[src/rtl/inst_prefetch_queue.sv]
// inst_prefetch_queue: self-issuing sequential IM fetcher feeding ID through a DEPTH-entry {pc,instr} FIFO; jump redirects flush it; define MISALIGN_TRAP_EN for a sticky fetch_misaligned output on unaligned redirects
module inst_prefetch_queue #(
  parameter int ADDR_WIDTH = 32,
  parameter int INST_WIDTH = 32,
  parameter int DEPTH = 4,
  parameter logic [ADDR_WIDTH-1:0] RESET_PC = '0
) (
  input  logic                         clk,
  input  logic                         rst,
  output logic                         instr_read,
`ifdef MISALIGN_TRAP_EN
  output logic                         fetch_misaligned,
`endif
  output logic [ADDR_WIDTH-1:0]        instr_addr,
  input  logic [INST_WIDTH-1:0]        instr_out,
  input  logic                         jump_flag_id,
  input  logic [ADDR_WIDTH-1:0]        jump_address_id,
  output logic                         instruction_valid,
  output logic [INST_WIDTH-1:0]        instruction,
  output logic [ADDR_WIDTH-1:0]        instruction_address,
  input  logic                         instruction_ready,
  output logic [$clog2(DEPTH+1)-1:0]   fill_level
);
  localparam int PW = $clog2(DEPTH) + 1;
  localparam int IW = PW - 1;
  logic [ADDR_WIDTH-1:0] r_fetch_pc, r_pending_addr;
  logic                  r_pending;
  logic [PW-1:0]         r_rd, r_wr;
  logic [ADDR_WIDTH-1:0] r_addr_q [DEPTH];
  logic [INST_WIDTH-1:0] r_inst_q [DEPTH];
  logic                  w_pop, w_block;
  logic [PW:0]           w_credit;
  logic [ADDR_WIDTH-1:0] w_target;
`ifdef MISALIGN_TRAP_EN
  logic r_misaligned;
  assign fetch_misaligned = r_misaligned;
  assign w_block = r_misaligned;
  assign w_target = jump_address_id;
`else
  assign w_block = 1'b0;
  assign w_target = jump_address_id & ~ADDR_WIDTH'(3);
`endif
  assign fill_level = r_wr - r_rd;
  assign w_credit = {1'b0, fill_level} + {{PW{1'b0}}, r_pending};
  assign instr_read = !rst && !jump_flag_id && !w_block && (w_credit < (PW+1)'(DEPTH));
  assign instr_addr = r_fetch_pc;
  assign instruction_valid = r_wr != r_rd;
  assign instruction = r_inst_q[r_rd[IW-1:0]];
  assign instruction_address = r_addr_q[r_rd[IW-1:0]];
  assign w_pop = instruction_valid && instruction_ready && !jump_flag_id;
  always_ff @(posedge clk) begin
    if (rst) begin
      r_fetch_pc <= RESET_PC;
      r_pending <= 1'b0;
      r_pending_addr <= RESET_PC;
      r_rd <= '0;
      r_wr <= '0;
`ifdef MISALIGN_TRAP_EN
      r_misaligned <= 1'b0;
`endif
    end else if (jump_flag_id) begin
      r_fetch_pc <= w_target;
      r_pending <= 1'b0;
      r_rd <= r_wr;
`ifdef MISALIGN_TRAP_EN
      r_misaligned <= |jump_address_id[1:0];
`endif
    end else begin
      r_pending <= instr_read;
      if (instr_read) begin
        r_pending_addr <= r_fetch_pc;
        r_fetch_pc <= r_fetch_pc + ADDR_WIDTH'(4);
      end
      if (r_pending) r_wr <= r_wr + PW'(1);
      if (w_pop) r_rd <= r_rd + PW'(1);
    end
  end
  always_ff @(posedge clk) begin
    if (!rst && !jump_flag_id && r_pending) begin
      r_addr_q[r_wr[IW-1:0]] <= r_pending_addr;
      r_inst_q[r_wr[IW-1:0]] <= instr_out;
    end
  end
endmodule

[config.mk]
export PLATFORM = sky130hd
export DESIGN_NAME = inst_prefetch_queue
export DESIGN_NICKNAME = d
export VERILOG_FILES = /design/src/rtl/inst_prefetch_queue.sv
export SDC_FILE = /design/constraint.sdc
export NUM_CORES = 1
export LEC_CHECK = 0
export ABC_AREA = 1
export ABC_CLOCK_PERIOD_IN_PS = 4900
export CORE_MARGIN = 2
export CORE_UTILIZATION = 40
export DETAILED_ROUTE_END_ITERATION = 10
export SLEW_MARGIN = 15
export SYNTH_ARGS = -nofsm -noshare
export SYNTH_HDL_FRONTEND = slang
export SYNTH_SLANG_ARGS = --single-unit
export TNS_END_PERCENT = 5
[constraint.sdc]
create_clock -name clk -period 4.9 [get_ports clk]
set_input_delay 0.49 -clock clk [delete_from_list [all_inputs] [get_ports clk]]
set_output_delay 0.49 -clock clk [all_outputs]
set_load 0.005 [all_outputs]
==> metrics.csv <==
metric,value,unit
crit_slowest_cell,dfxtp_4,
synthCells,1176,
grt_max_degree,89,
peakVddDrop,0.000180,V
status,finished clean,
synthXorXnorAreaFrac,0.543,%
finClkSkew,11.0,ps
grt_use_met2,27.2,%
pwr-share-comb,12.1,%
met1_usage,23.9,%
crit_buf_inv,3,
slew_headroom,27.7,%
path_clk_slew,60,ps
antenna_found_initial,0,
hp-class,reg -> reg,
cp-start-kind,register,
core_area,31600,µm²
worst_pin_slew,1080,ps
cts_sinks,317,
ctsHoldBuffers,0,
rsz0062_at_grt,no,
yosysUniqueCellTypes,33,
p_int,4.73,mW
cts_tree,done,
period_share,73.7,%
avgSynthCellArea,11.0,µm²
critPathMaxStageDelay,680,ps
cts.repair_timing.setup_buffer_count,0,
area_growth,23.2,%
dp_cells,1685,
cts_resized,0,
crit_fanout,88,
synthAdderAreaFrac,0.931,%
routed_wl,29100,µm
drc_errors,0,
vias_per_cell,5.04,
rows,65,
drive_above_1_share,6.54,%
nFillCells,2808,
fin_cells,1747,
drv_slew,0,
die_x,184,µm
drtPass1Iterations,5,
arrival,3120,ps
place.gp.congestion,0.867,
synthArstFlopShare,0,%
p_seq_share,49.4,%
clk_path_buf_depth,3,
setup_viol,0,
synth_mux_area_share,0.0776,%
cts_inserted_buffers,35,
ys_ff_latch,317,
synth-edff-count,248,
synth-compound-area-share,11.8,%
port_buffers,162,
insertion_delay,500,ps
max_freq,277,MHz
crit_chain,"clkinv_2, buf_12, o21ai_0, o22ai_1, clkdlybuf4s50_1",
worstSetupPathType,reg -> out,
synth-simple-area-share,13.5,%
fin_nets,1397,
fin_tns_setup,0,ps
initial_core_util,40.8,%
grt-busiest-layer,met2,
synth_top_family_by_area,simple AND/OR/NAND/NOR gates,
synth-main-ff-cell,edfxtp_1,
yosys_warnings,0,
pwr_density_cell,388,nW/µm²
io_pins,169,
grt.overflow.total,0,
postRouteAntennaNets,0,
p_sw_share,23.3,%
cp.required,4410,ps
hold_viol,0,
grt_pass1_wl,45500,µm
insertedDiodeCount,0,
grt_pass1_vias,8438,
vias,8802,
dp_hpwl,16900,µm
drt_iter0_drc,578,
die_y,184,µm
min_period,3610,ps
use_met3,3.43,%
root_buffer,clkbuf_16,
maxCapViolCount,0,
dieArea,33700,µm²
track_usage,17.1,%
synth-seq-area-share,68.4,%
critPathTopFamily,buffers and inverters,
htreeDepth,2,
clockPowerShare,38.5,%
synth_area,12900,µm²
leakagePower,5.59,nW
wire_per_inst,16.6,µm
p_sw,1.44,mW
end_kind,primary output,
-- per-layer routing --
metal	vias to the layer above	part of all wire, %
met4	0	2.1
met1	4116	47
met2	232	45
li1	4411	-
met5	-	0
met3	43	6.0
-- area by class of cell --
type                            instances  area (µm²)  area share [%]
Sequential cell                       317        8830            55.6
Clock buffer                           49         948            5.97
Multi-Input combinational cell        722        3510            22.1
Inverter                               70         267            1.68
Tap cell                              402         503            3.16
Timing Repair Buffer                  174        1750            11.0
Clock inverter                         13        90.1           0.567
-- Yosys cell counts, types with 4 or more instances --
| cell | n | area share, % |
|---|---|---|
| a21oi_1 | 49 | 1.9 |
| a31oi_1 | 6 | 0.29 |
| buf_2 | 16 | 0.62 |
| buf_4 | 8 | 0.47 |
| buf_6 | 4 | 0.35 |
| clkbuf_1 | 40 | 1.2 |
| dfxtp_1 | 69 | 11 |
| edfxtp_1 | 248 | 58 |
| ha_1 | 8 | 0.78 |
| inv_1 | 68 | 2.0 |
| nand2_1 | 147 | 4.3 |
| nand2_2 | 6 | 0.29 |
| nand3_1 | 63 | 2.4 |
| nor2_1 | 179 | 5.2 |
| nor2_2 | 6 | 0.29 |
| nor2_4 | 5 | 0.44 |
| o21ai_0 | 165 | 6.4 |
| o21ai_1 | 4 | 0.16 |
| o22ai_1 | 62 | 3.0 |
| xor2_1 | 6 | 0.41 |
-- power groups by stage --
| stage | combinational [mW] | sequential [mW] | clock, mW |
|---|---|---|---|
| after floorplan | 0.377 | 3.07 | 0 |
| after global placement | 0.750 | 3.10 | 0 |
| after detailed placement | 0.758 | 3.10 | 0 |
| after CTS | 0.762 | 3.05 | 2.43 |
| after global routing | 0.832 | 3.06 | 2.54 |
| final | 0.749 | 3.05 | 2.37 |
-- cells by family (layout without fill, tap and decap cells) --
| kind of cell | Yosys count | count (layout) |
|---|---|---|
| xor gates and xnor gates | 8 | 8 |
| buffers and inverters | 140 | 306 |
| and+or+nand+nor | 413 | 413 |
| AOI/OAI and AO/OA | 287 | 287 |
| DFF | 317 | 317 |
| other | 1 | 4 |
| adders and majority gates | 9 | 9 |
| muxes | 1 | 1 |
-- state kept, by name, summed over array words and instances (netlist names), named ones only --
register        flops
r_inst_q          128
r_rd                3
instr_addr         30
r_addr_q          120
r_pending_addr     30
r_wr                3
r_pending           1
-- layout by cell type, fill, tap and decap left out, drive strengths merged --
master           n
fa               1
clkbuf          49
o31ai            1
xor2             6
o21ai          169
conb             4
inv             70
nand4            1
clkdlybuf4s50  162
or2              1
ha               8
a31oi            6
bufinv           1
xnor2            2
a21oi           49
clkinvlp         1
nand2          155
mux2i            1
dfxtp           69
clkinv          11
o22ai           62
edfxtp         248
buf             12
nor2           191
and2             2
nand3           63
-- path summary, 6_finish.rpt --
kind,from,to,slack [ps],depth (start not counted)
min,r_pending_addr[27]$_SDFFE_PP0P_,r_addr_q[0][27]$_DFFE_PP_,500,0
max reg2reg,r_wr[0]$_SDFFE_PP0P_,instr_addr[2]$_SDFFE_PP0P_,1930,13
min reg2reg,r_pending_addr[27]$_SDFFE_PP0P_,r_addr_q[0][27]$_DFFE_PP_,500,0
max,register,instruction_address[19],1290,5
-- per-stage QoR --
step	setup slack [ps]	total power, mW	hold slack, ps	instance area, µm²	util [%]
2_1_floorplan	742	3.44	455	12900	-
3_3_place_gp	1880	3.85	482	14900	47.0
3_5_place_dp	1820	3.86	489	14900	47.0
4_1_cts	1290	6.24	503	15900	50.3
5_1_grt	1080	6.43	522	15900	50.3
6_report	1290	6.17	499	15900	50.3
(Power assumes the default switching activity.)
